File: config.mk
export PLATFORM = sky130hd
export DESIGN_NAME = host_load_ctrl
export DESIGN_NICKNAME = d
export VERILOG_FILES = /design/src/rtl/host_load_ctrl.sv
export SDC_FILE = /design/constraint.sdc
export NUM_CORES = 1
export LEC_CHECK = 0
export ABC_AREA = 1
export ABC_CLOCK_PERIOD_IN_PS = 3640
export CAP_MARGIN = 25
export CORE_ASPECT_RATIO = 1.5
export CORE_MARGIN = 5
export CORE_UTILIZATION = 35
export CTS_CLUSTER_DIAMETER = 100
export DETAILED_ROUTE_END_ITERATION = 10
export PLACE_DENSITY = 0.79
export REMOVE_ABC_BUFFERS = 1
export SETUP_SLACK_MARGIN = 0.1
export SLEW_MARGIN = 10
export SYNTH_ARGS = -nofsm -noshare
export SYNTH_HDL_FRONTEND = slang
export SYNTH_SLANG_ARGS = --single-unit
File: constraint.sdc
create_clock -name clk -period 3.64 [get_ports clk]
set_clock_uncertainty 0.2 [all_clocks]
set_input_delay 0.728 -clock clk [delete_from_list [all_inputs] [get_ports clk]]
set_output_delay 0.728 -clock clk [all_outputs]
set_load 0.02 [all_outputs]
File: src/rtl/host_load_ctrl.sv
// Device end of the host init/start/load/result protocol: weight and feature loading, compute kick, result drain.
// Optional build macro HOST_IF_PERF_EN adds the perf_cycles output (first weight beat to last result beat).
module host_load_ctrl #(
    parameter int DW         = 16,
    parameter int LAYER_N    = 8,
    parameter int MAT_N      = 16,
    parameter int START_SKIP = 2,
    parameter int WADDR_W    = 10,
    parameter int FADDR_W    = 7
) (
    input  logic                 clk,
    input  logic                 rst_n,
    input  logic                 init_valid,
    output logic                 init_ready,
    input  logic                 start_ready,
    output logic                 start_valid,
    output logic                 load_ready,
    input  logic [2*DW-1:0]      load_payload,
    output logic                 result_valid,
    output logic [2*DW-1:0]      result_payload,
    output logic                 w_wr_en,
    output logic [WADDR_W-1:0]   w_wr_addr,
    output logic [2*DW-1:0]      w_wr_data,
    output logic                 f_wr_en,
    output logic [FADDR_W-1:0]   f_wr_addr,
    output logic [2*DW-1:0]      f_wr_data,
    output logic                 comp_start,
    input  logic                 comp_done,
    output logic                 r_rd_en,
    output logic [FADDR_W-1:0]   r_rd_addr,
    input  logic [2*DW-1:0]      r_rd_data
`ifdef HOST_IF_PERF_EN
    ,
    output logic [31:0]          perf_cycles
`endif
);

    localparam int SKIP_W = (START_SKIP > 1) ? $clog2(START_SKIP) : 1;
    localparam logic [WADDR_W-1:0] W_LAST    = WADDR_W'(LAYER_N * MAT_N * MAT_N / 2 - 1);
    localparam logic [FADDR_W-1:0] F_LAST    = FADDR_W'(MAT_N * MAT_N / 2 - 1);
    localparam logic [SKIP_W-1:0]  SKIP_LAST = SKIP_W'(START_SKIP - 1);

    typedef enum logic [2:0] {
        S_IDLE, S_INIT, S_READY, S_SKIP, S_LOAD, S_COMPUTE, S_DRAIN
    } state_e;

    state_e              state_q, state_d;
    logic [WADDR_W-1:0]  wcnt_q, wcnt_d;
    logic [FADDR_W-1:0]  fcnt_q, fcnt_d;
    logic [FADDR_W-1:0]  rcnt_q, rcnt_d;
    logic [SKIP_W-1:0]   skip_q, skip_d;
    logic                wloaded_q, wloaded_d;
    logic                tail_q, tail_d;
    logic                start_ready_q, start_ready_d;
    logic                comp_start_q, comp_start_d;
    logic                result_valid_q, result_valid_d;
    logic [2*DW-1:0]     result_payload_q, result_payload_d;

    always_comb begin
        // NOTE: every next-state value and output gets a default first, so no branch can infer a latch.
        state_d       = state_q;
        wcnt_d        = wcnt_q;
        fcnt_d        = fcnt_q;
        rcnt_d        = rcnt_q;
        skip_d        = skip_q;
        wloaded_d     = wloaded_q;
        tail_d        = tail_q;
        start_ready_d = start_ready;
        comp_start_d  = 1'b0;
        init_ready    = 1'b0;
        start_valid   = 1'b0;
        load_ready    = 1'b0;
        w_wr_en       = 1'b0;
        w_wr_addr     = wcnt_q;
        w_wr_data     = load_payload;
        f_wr_en       = 1'b0;
        f_wr_addr     = fcnt_q;
        f_wr_data     = load_payload;
        r_rd_en       = 1'b0;
        r_rd_addr     = rcnt_q;

        case (state_q)
            S_IDLE: begin
                init_ready = 1'b1;
                if (init_valid) begin
                    state_d   = S_INIT;
                    wcnt_d    = '0;
                    wloaded_d = 1'b0;
                end
            end
            S_INIT: begin
                load_ready = 1'b1;
                if (init_valid) begin
                    w_wr_en = 1'b1;
                    wcnt_d  = wcnt_q + 1'b1;
                    if (wcnt_q == W_LAST) begin
                        wloaded_d = 1'b1;
                        state_d   = S_READY;
                    end
                end
            end
            S_READY: begin
                start_valid = 1'b1;
                init_ready  = 1'b1;
                if (init_valid) begin
                    state_d   = S_INIT;
                    wcnt_d    = '0;
                    wloaded_d = 1'b0;
                end else if (start_ready && !start_ready_q && wloaded_q) begin
                    state_d = S_SKIP;
                    skip_d  = '0;
                end
            end
            S_SKIP: begin
                // Host preamble beats: nothing is consumed here.
                skip_d = skip_q + 1'b1;
                if (skip_q == SKIP_LAST) begin
                    state_d = S_LOAD;
                    fcnt_d  = '0;
                end
            end
            S_LOAD: begin
                load_ready = 1'b1;
                if (start_ready) begin
                    f_wr_en = 1'b1;
                    fcnt_d  = fcnt_q + 1'b1;
                    if (fcnt_q == F_LAST) begin
                        state_d      = S_COMPUTE;
                        comp_start_d = 1'b1;
                    end
                end
            end
            S_COMPUTE: begin
                if (comp_done) begin
                    state_d = S_DRAIN;
                    rcnt_d  = '0;
                    tail_d  = 1'b0;
                end
            end
            S_DRAIN: begin
                // tail_q marks the extra cycle in which the final registered beat is on the bus.
                if (!tail_q) begin
                    r_rd_en = 1'b1;
                    rcnt_d  = rcnt_q + 1'b1;
                    if (rcnt_q == F_LAST) tail_d = 1'b1;
                end else begin
                    state_d = S_READY;
                    tail_d  = 1'b0;
                end
            end
            default: state_d = S_IDLE;
        endcase

        result_valid_d   = r_rd_en;
        result_payload_d = r_rd_en ? r_rd_data : '0;
    end

    always_ff @(posedge clk) begin
        if (!rst_n) begin
            state_q          <= S_IDLE;
            wcnt_q           <= '0;
            fcnt_q           <= '0;
            rcnt_q           <= '0;
            skip_q           <= '0;
            wloaded_q        <= 1'b0;
            tail_q           <= 1'b0;
            start_ready_q    <= 1'b0;
            comp_start_q     <= 1'b0;
            result_valid_q   <= 1'b0;
            result_payload_q <= '0;
        end else begin
            state_q          <= state_d;
            wcnt_q           <= wcnt_d;
            fcnt_q           <= fcnt_d;
            rcnt_q           <= rcnt_d;
            skip_q           <= skip_d;
            wloaded_q        <= wloaded_d;
            tail_q           <= tail_d;
            start_ready_q    <= start_ready_d;
            comp_start_q     <= comp_start_d;
            result_valid_q   <= result_valid_d;
            result_payload_q <= result_payload_d;
        end
    end

    assign comp_start     = comp_start_q;
    assign result_valid   = result_valid_q;
    assign result_payload = result_payload_q;

`ifdef HOST_IF_PERF_EN
    logic [31:0] perf_cycles_q, perf_cycles_d;
    logic        perf_run_q, perf_run_d;
    logic        perf_arm_q, perf_arm_d;

    // Armed by an IDLE->INIT entry, restarted on its first accepted beat, frozen after the last result beat.
    always_comb begin
        perf_cycles_d = perf_run_q ? perf_cycles_q + 32'd1 : perf_cycles_q;
        perf_run_d    = perf_run_q;
        perf_arm_d    = perf_arm_q;
        if (state_q == S_IDLE && init_valid) perf_arm_d = 1'b1;
        if (state_q == S_INIT && init_valid && perf_arm_q) begin
            perf_cycles_d = '0;
            perf_run_d    = 1'b1;
            perf_arm_d    = 1'b0;
        end
        if (state_q == S_DRAIN && tail_q) perf_run_d = 1'b0;
    end

    always_ff @(posedge clk) begin
        if (!rst_n) begin
            perf_cycles_q <= '0;
            perf_run_q    <= 1'b0;
            perf_arm_q    <= 1'b0;
        end else begin
            perf_cycles_q <= perf_cycles_d;
            perf_run_q    <= perf_run_d;
            perf_arm_q    <= perf_arm_d;
        end
    end

    assign perf_cycles = perf_cycles_q;
`else
    // Performance counter not built.
`endif

endmodule

---- Word level (Yosys, flattened, before mapping) ----
Cells that the tools add are included.
W data, S select, Z words.
cells by class
  eq/ne operators ......................... 22
  add/subtract/negate cells ............... 4
  multiplexer cells ....................... 41
  reduce and logical (&&, ||, !) cells .... 19
operators with widths
  kind                     count
  $mux W3                  10
  $mux W7                  4
  $pmux W7 S2              2
  $ne A2 B2 Y1 const B     11
  $pmux W3 S7              1
  $mux W10                 2
  $pmux W10 S2             1
  $mux W1                  18
  $reduce_and A3 Y1        5
  $add A7 B1 Y7 const B    2
  $eq A7 B7 Y1 const B     2
  $add A10 B1 Y10 const B  1
  $eq A10 B10 Y1 const B   1
  $eq A3 B3 Y1 const B     3
  $reduce_and A9 Y1        1
  $reduce_bool A2 Y1       4
  $eq A3 B2 Y1 const B     2
  $pmux W1 S2              3
  $reduce_and A2 Y1        2
  $reduce_and A4 Y1        1
  $reduce_or A2 Y1         2
  $eq A3 B1 Y1 const B     1
  $logic_not A3 Y1         1
  $ne A3 B3 Y1 const B     1
  4 further kinds          5
storage, ports and cells
  register bits ........................... 65

---- Depth between registers and ports, before layout ----
  word-level depth ........................ 6
  depth in mapped cells ................... 11

---- Worst setup path after synthesis ----
No wires, ideal clock.
  path type ............................... input to output
  from .................................... input init_valid
  to ...................................... output w_wr_en
  setup slack ............................. 1.566 ns
  data arrival time ....................... 1.146 ns
  data required time ...................... 2.712 ns
  path buffers ............................ 0
  stages .................................. 2
  cells stage by stage .................... inv_1 -> nor2_1
on the way
  longest elaborated chain between the ends .. 2
ends and longest elaborated chain
  what             RTL line  text
  start, declared  13        input logic init_valid,
  $mux W1          93        if (init_valid) begin
  $mux W1          82        case (state_q)
  end, declared    21        output logic w_wr_en,
Every way passes these cells.

---- Final worst setup path ----
  from .................................... input start_ready
  to ...................................... output f_wr_en
on the way
  longest elaborated chain between the ends .. 2
ends and longest elaborated chain
  what             RTL line  text
  start, declared  15        input logic start_ready,
  $mux W1          124       if (start_ready) begin
  $mux W1          82
  end, declared    24        output logic f_wr_en,
Every way passes these cells.

==> metrics.md <==
| Metric | Value |
|---|---|
| Multi-input gate area | `around 980 um2` |
| R2r worst-path depth | `10` |
| Initial antenna violation count | `0` |
| Detailed Route Iter0 Violations | `86` |
| Reg2reg start | `f_wr_addr[0]$_SDFFE_PN0P_` |
| Finished Layout Cells | `555` |
| Sequential power share | `37.7%` |
| Die width | `86.2 um` |
| CP Cell Sequence | `clkdlybuf4s50_1, inv_1, nor2_4, clkdlybuf4s50_1` |
| Crit-path most repeated cell | `clkdlybuf4s50_1` |
| Power Density | `516 nW/um2` |
| Mapped Cells | `400` |
| Internal power | `approximately 0.0015 W` |
| Maxcap violations | `0` |
| Pins Over Slew Limit | `0` |
| Largest cells by area after synthesis | `dfxtp_1 (43%), buf_4 (16%), nor2_1 (8.0%)` |
| Clock sinks | `65` |
| CTS Buf Count | `9` |
| Slew HR | `66.2%` |
| Clk_lat worst skew | `320 ps` |
| Clock power frac | `41.3%` |
| Actual slew at the worst max-slew pin | `roughly 500 ps` |
| Delay-heaviest family, CP | `buffers and inverters` |
| Critical path buffers and inverters | `3` |
| FMAX | `325 MHz` |
| Unique masters post-synth | `27` |
| Count of final setup violators | `0` |
| R2R setup slack | `1790 ps` |
| Vias in the first global route | `2559` |
| Slowest stage delay, CP | `630 ps` |
| Syn avg cell area | `7.62 um2` |
| Top sig layer | `met5` |
| Static Leak | `1.76 nW` |
| Drt via density | `4.63` |
| Reg area | `1300 um2` |
| Wl on met1 | `3310 um` |
| Post-CTS sizing | `0` |
| Routed Antenna Nets | `0` |
| Critical Path Sink Type | `output port` |
| CP startpoint | `start_ready` |
| R2R Path End | `state_q[1]$_SDFFE_PN0P_` |
| Critical path data arrival time | `between 2000 and 2500 ps` |
| Yosys top cell area share | `42.7%` |
| Placed Instances | `540` |
| DRT Pass-1 Iters | `4` |
| Synth area leader | `dfxtp_1` |
| Final #Nets | `between 500 and 600` |
| Largest net degree at the start of global routing | `33` |
| WHS | `281 ps` |
| Post-CTS Repair Setup Buffers | `0` |
| Met2 wire len | `3470 um` |
| Clock root buffer master | `clkbuf_16` |
| Critical Path RT | `2710 ps` |
| Area Overhead vs Synth | `30.1%` |
| Longest Clk Path Bufs | `2` |
| Post-DP HPWL | `slightly above 7000 um` |
| Worst VDD drop | `0.320 mV` |
| FP Rows | `slightly above 40` |
| First-pass GRT wire length | `13600 um` |
| Sw Share | `27.7%` |
| Starting Density | `between 30% and 40%` |
| TNS Setup | `0 ps` |
| Register area share after synthesis | `42.7%` |
| Hold Path Depth | `2` |
| GPL Wtd Cong | `between 0.8 and 0.9` |
| WL per Instance | `15.9 um` |
| Clock-pin slew on the worst setup and hold paths | `50 ps` |
| Num ports | `197` |
| Final wirelength | `about 9000 um` |
| Remaining DRCs | `0` |
| GRT overflow | `0` |
| DR vias | `2567` |
| TritonCTS clock tree | `yes` |
| Die height | `124 um` |
| Hold path startpoint | `wloaded_q$_SDFFE_PN0P_` |
| Switching power | `0.000567 W` |
| # hold bufs at CTS | `0` |
| Critical Path Sink | `f_wr_en` |
| RSZ-0062 raised after global routing | `false` |
| Core area | `around 8500 um2` |
| Status | `finished clean` |
| Fill count | `803` |
| Synthesized area | `about 3000 um2` |
| Diodes inserted | `0` |
| Die ar. | `10700 um2` |
| Yosys reg bits | `65` |
| Largest fanout on the critical path | `5` |
| H-tree levels | `3` |
| I/O Buffers | `100` |
| Gr usage total | `16.7%` |
| Comb power frac | `20.9%` |
| Syn. warnings | `0` |
| Share of cells above drive strength 1 | `8.26%` |
| Routed length on met3 | `1750 um` |
| Slowest library cell on the worst path | `clkdlybuf4s50_1` |
| Worst Path Class, Setup | `in2out` |
| CP Depth | `4` |
| CP startpoint kind | `input pin` |
| Hold Path Class | `reg2reg` |
| Crit path time final | `3070 ps` |
| Final Hold Viols | `0` |
| Final Cycle Share | `84.5%` |
[power by group through the flow]
| stage | clock network [W] | registers [W] | logic [W] |
|---|---|---|---|
| finish | 0.000845 | 0.000772 | 0.000428 |
| global route | 0.000910 | 0.000775 | 0.000480 |
| CTS | 0.000875 | 0.000771 | 0.000429 |
| detailed placement | 0 | 0.000785 | 0.000426 |
| global placement | 0 | 0.000784 | 0.000418 |
| floorplan | 0 | 0.000799 | 0.000247 |
[registers in the layout, indices dropped and copies added (netlist names), 3 cells and up]
name	cells
f_wr_addr	7
r_rd_addr	7
result_payload	32
state_q	3
w_wr_addr	10
[area by class of cell]
cell class / instances / share of cell area (%)
flip-flops and latches: 65 / 32.8
inverters: 66 / 6.25
clock buffers: 12 / 6.47
well taps: 107 / 3.38
clock inverters: 3 / 1.01
repair buffers: 101 / 25.4
multi-input cells: 201 / 24.6
[placed cells by master (no fill, tap or decap), drive strengths merged]
cell type	n
clkdlybuf4s50	100
nor2	73
inv	66
dfxtp	65
nand2	65
a21oi	19
clkbuf	12
o21ai	11
nand3	8
nor3	5
nand4	4
ha	3
nor3b	2
a31oi	2
and3	2
xor2	2
clkinv	2
or2	1
o32ai	1
a211oi	1
a32oi	1
o211ai	1
bufinv	1
buf	1
[routing by layer]
metal,up-vias,GRT usage [%]
li1,1234,-
met1,1119,17.6
met2,191,22.4
met3,19,14.2
met4,4,8.17
met5,-,8.59
[cells in the mapped netlist, drive strengths merged]
library cell / count
ha: 3
dfxtp: 65
a31oi: 2
o32ai: 1
or2: 1
nor2: 73
inv: 66
a32oi: 1
and3: 2
nand2: 65
buf: 68
o211ai: 1
nand3: 8
nor3b: 2
a211oi: 1
nand4: 4
nor3: 5
a21oi: 19
o21ai: 11
xor2: 2
[metrics by stage]
step | total power (W) | setup slack, ps | area (um2) | util (%)
after floorplan | 0.00105 | 1570 | 2530 | -
after global routing | 0.00217 | 523 | 3970 | 46.8
after CTS | 0.00208 | 567 | 3970 | 46.8
final | 0.00204 | 566 | 3970 | 46.8
after global placement | 0.00120 | 580 | 3670 | 43.3
after detailed placement | 0.00121 | 579 | 3670 | 43.3
[worst min-delay path by stage]
stage	end	slack, ps
floorplan	wloaded_q$_SDFFE_PN0P_	240
global placement	wloaded_q$_SDFFE_PN0P_	270
detailed placement	wloaded_q$_SDFFE_PN0P_	270
CTS	wloaded_q$_SDFFE_PN0P_	280
global route	wloaded_q$_SDFFE_PN0P_	320
finish	wloaded_q$_SDFFE_PN0P_	280
[tightest hold or removal path, stage by stage (launching register included)]
cell and delay, ps:
dfxtp_1 330, a21oi_1 40, nor2_1 70
[logic make-up (layout without fill, tap and decap cells)]
| group | count (synthesis) | after routing | share of synthesized area, % |
|---|---|---|---|
| flip-flops | 65 | 65 | 42.7 |
| XOR/XNOR | 2 | 2 | 0.575 |
| adder cells (fa/ha/maj) | 3 | 3 | 1.23 |
| buffers and inverters | 134 | 182 | 25.2 |
| AND/OR/NAND/NOR | 160 | 160 | 23.9 |
| AO/OA/AOI/OAI | 36 | 36 | 6.40 |
Note: power is estimated with default switching activity, not from simulation.
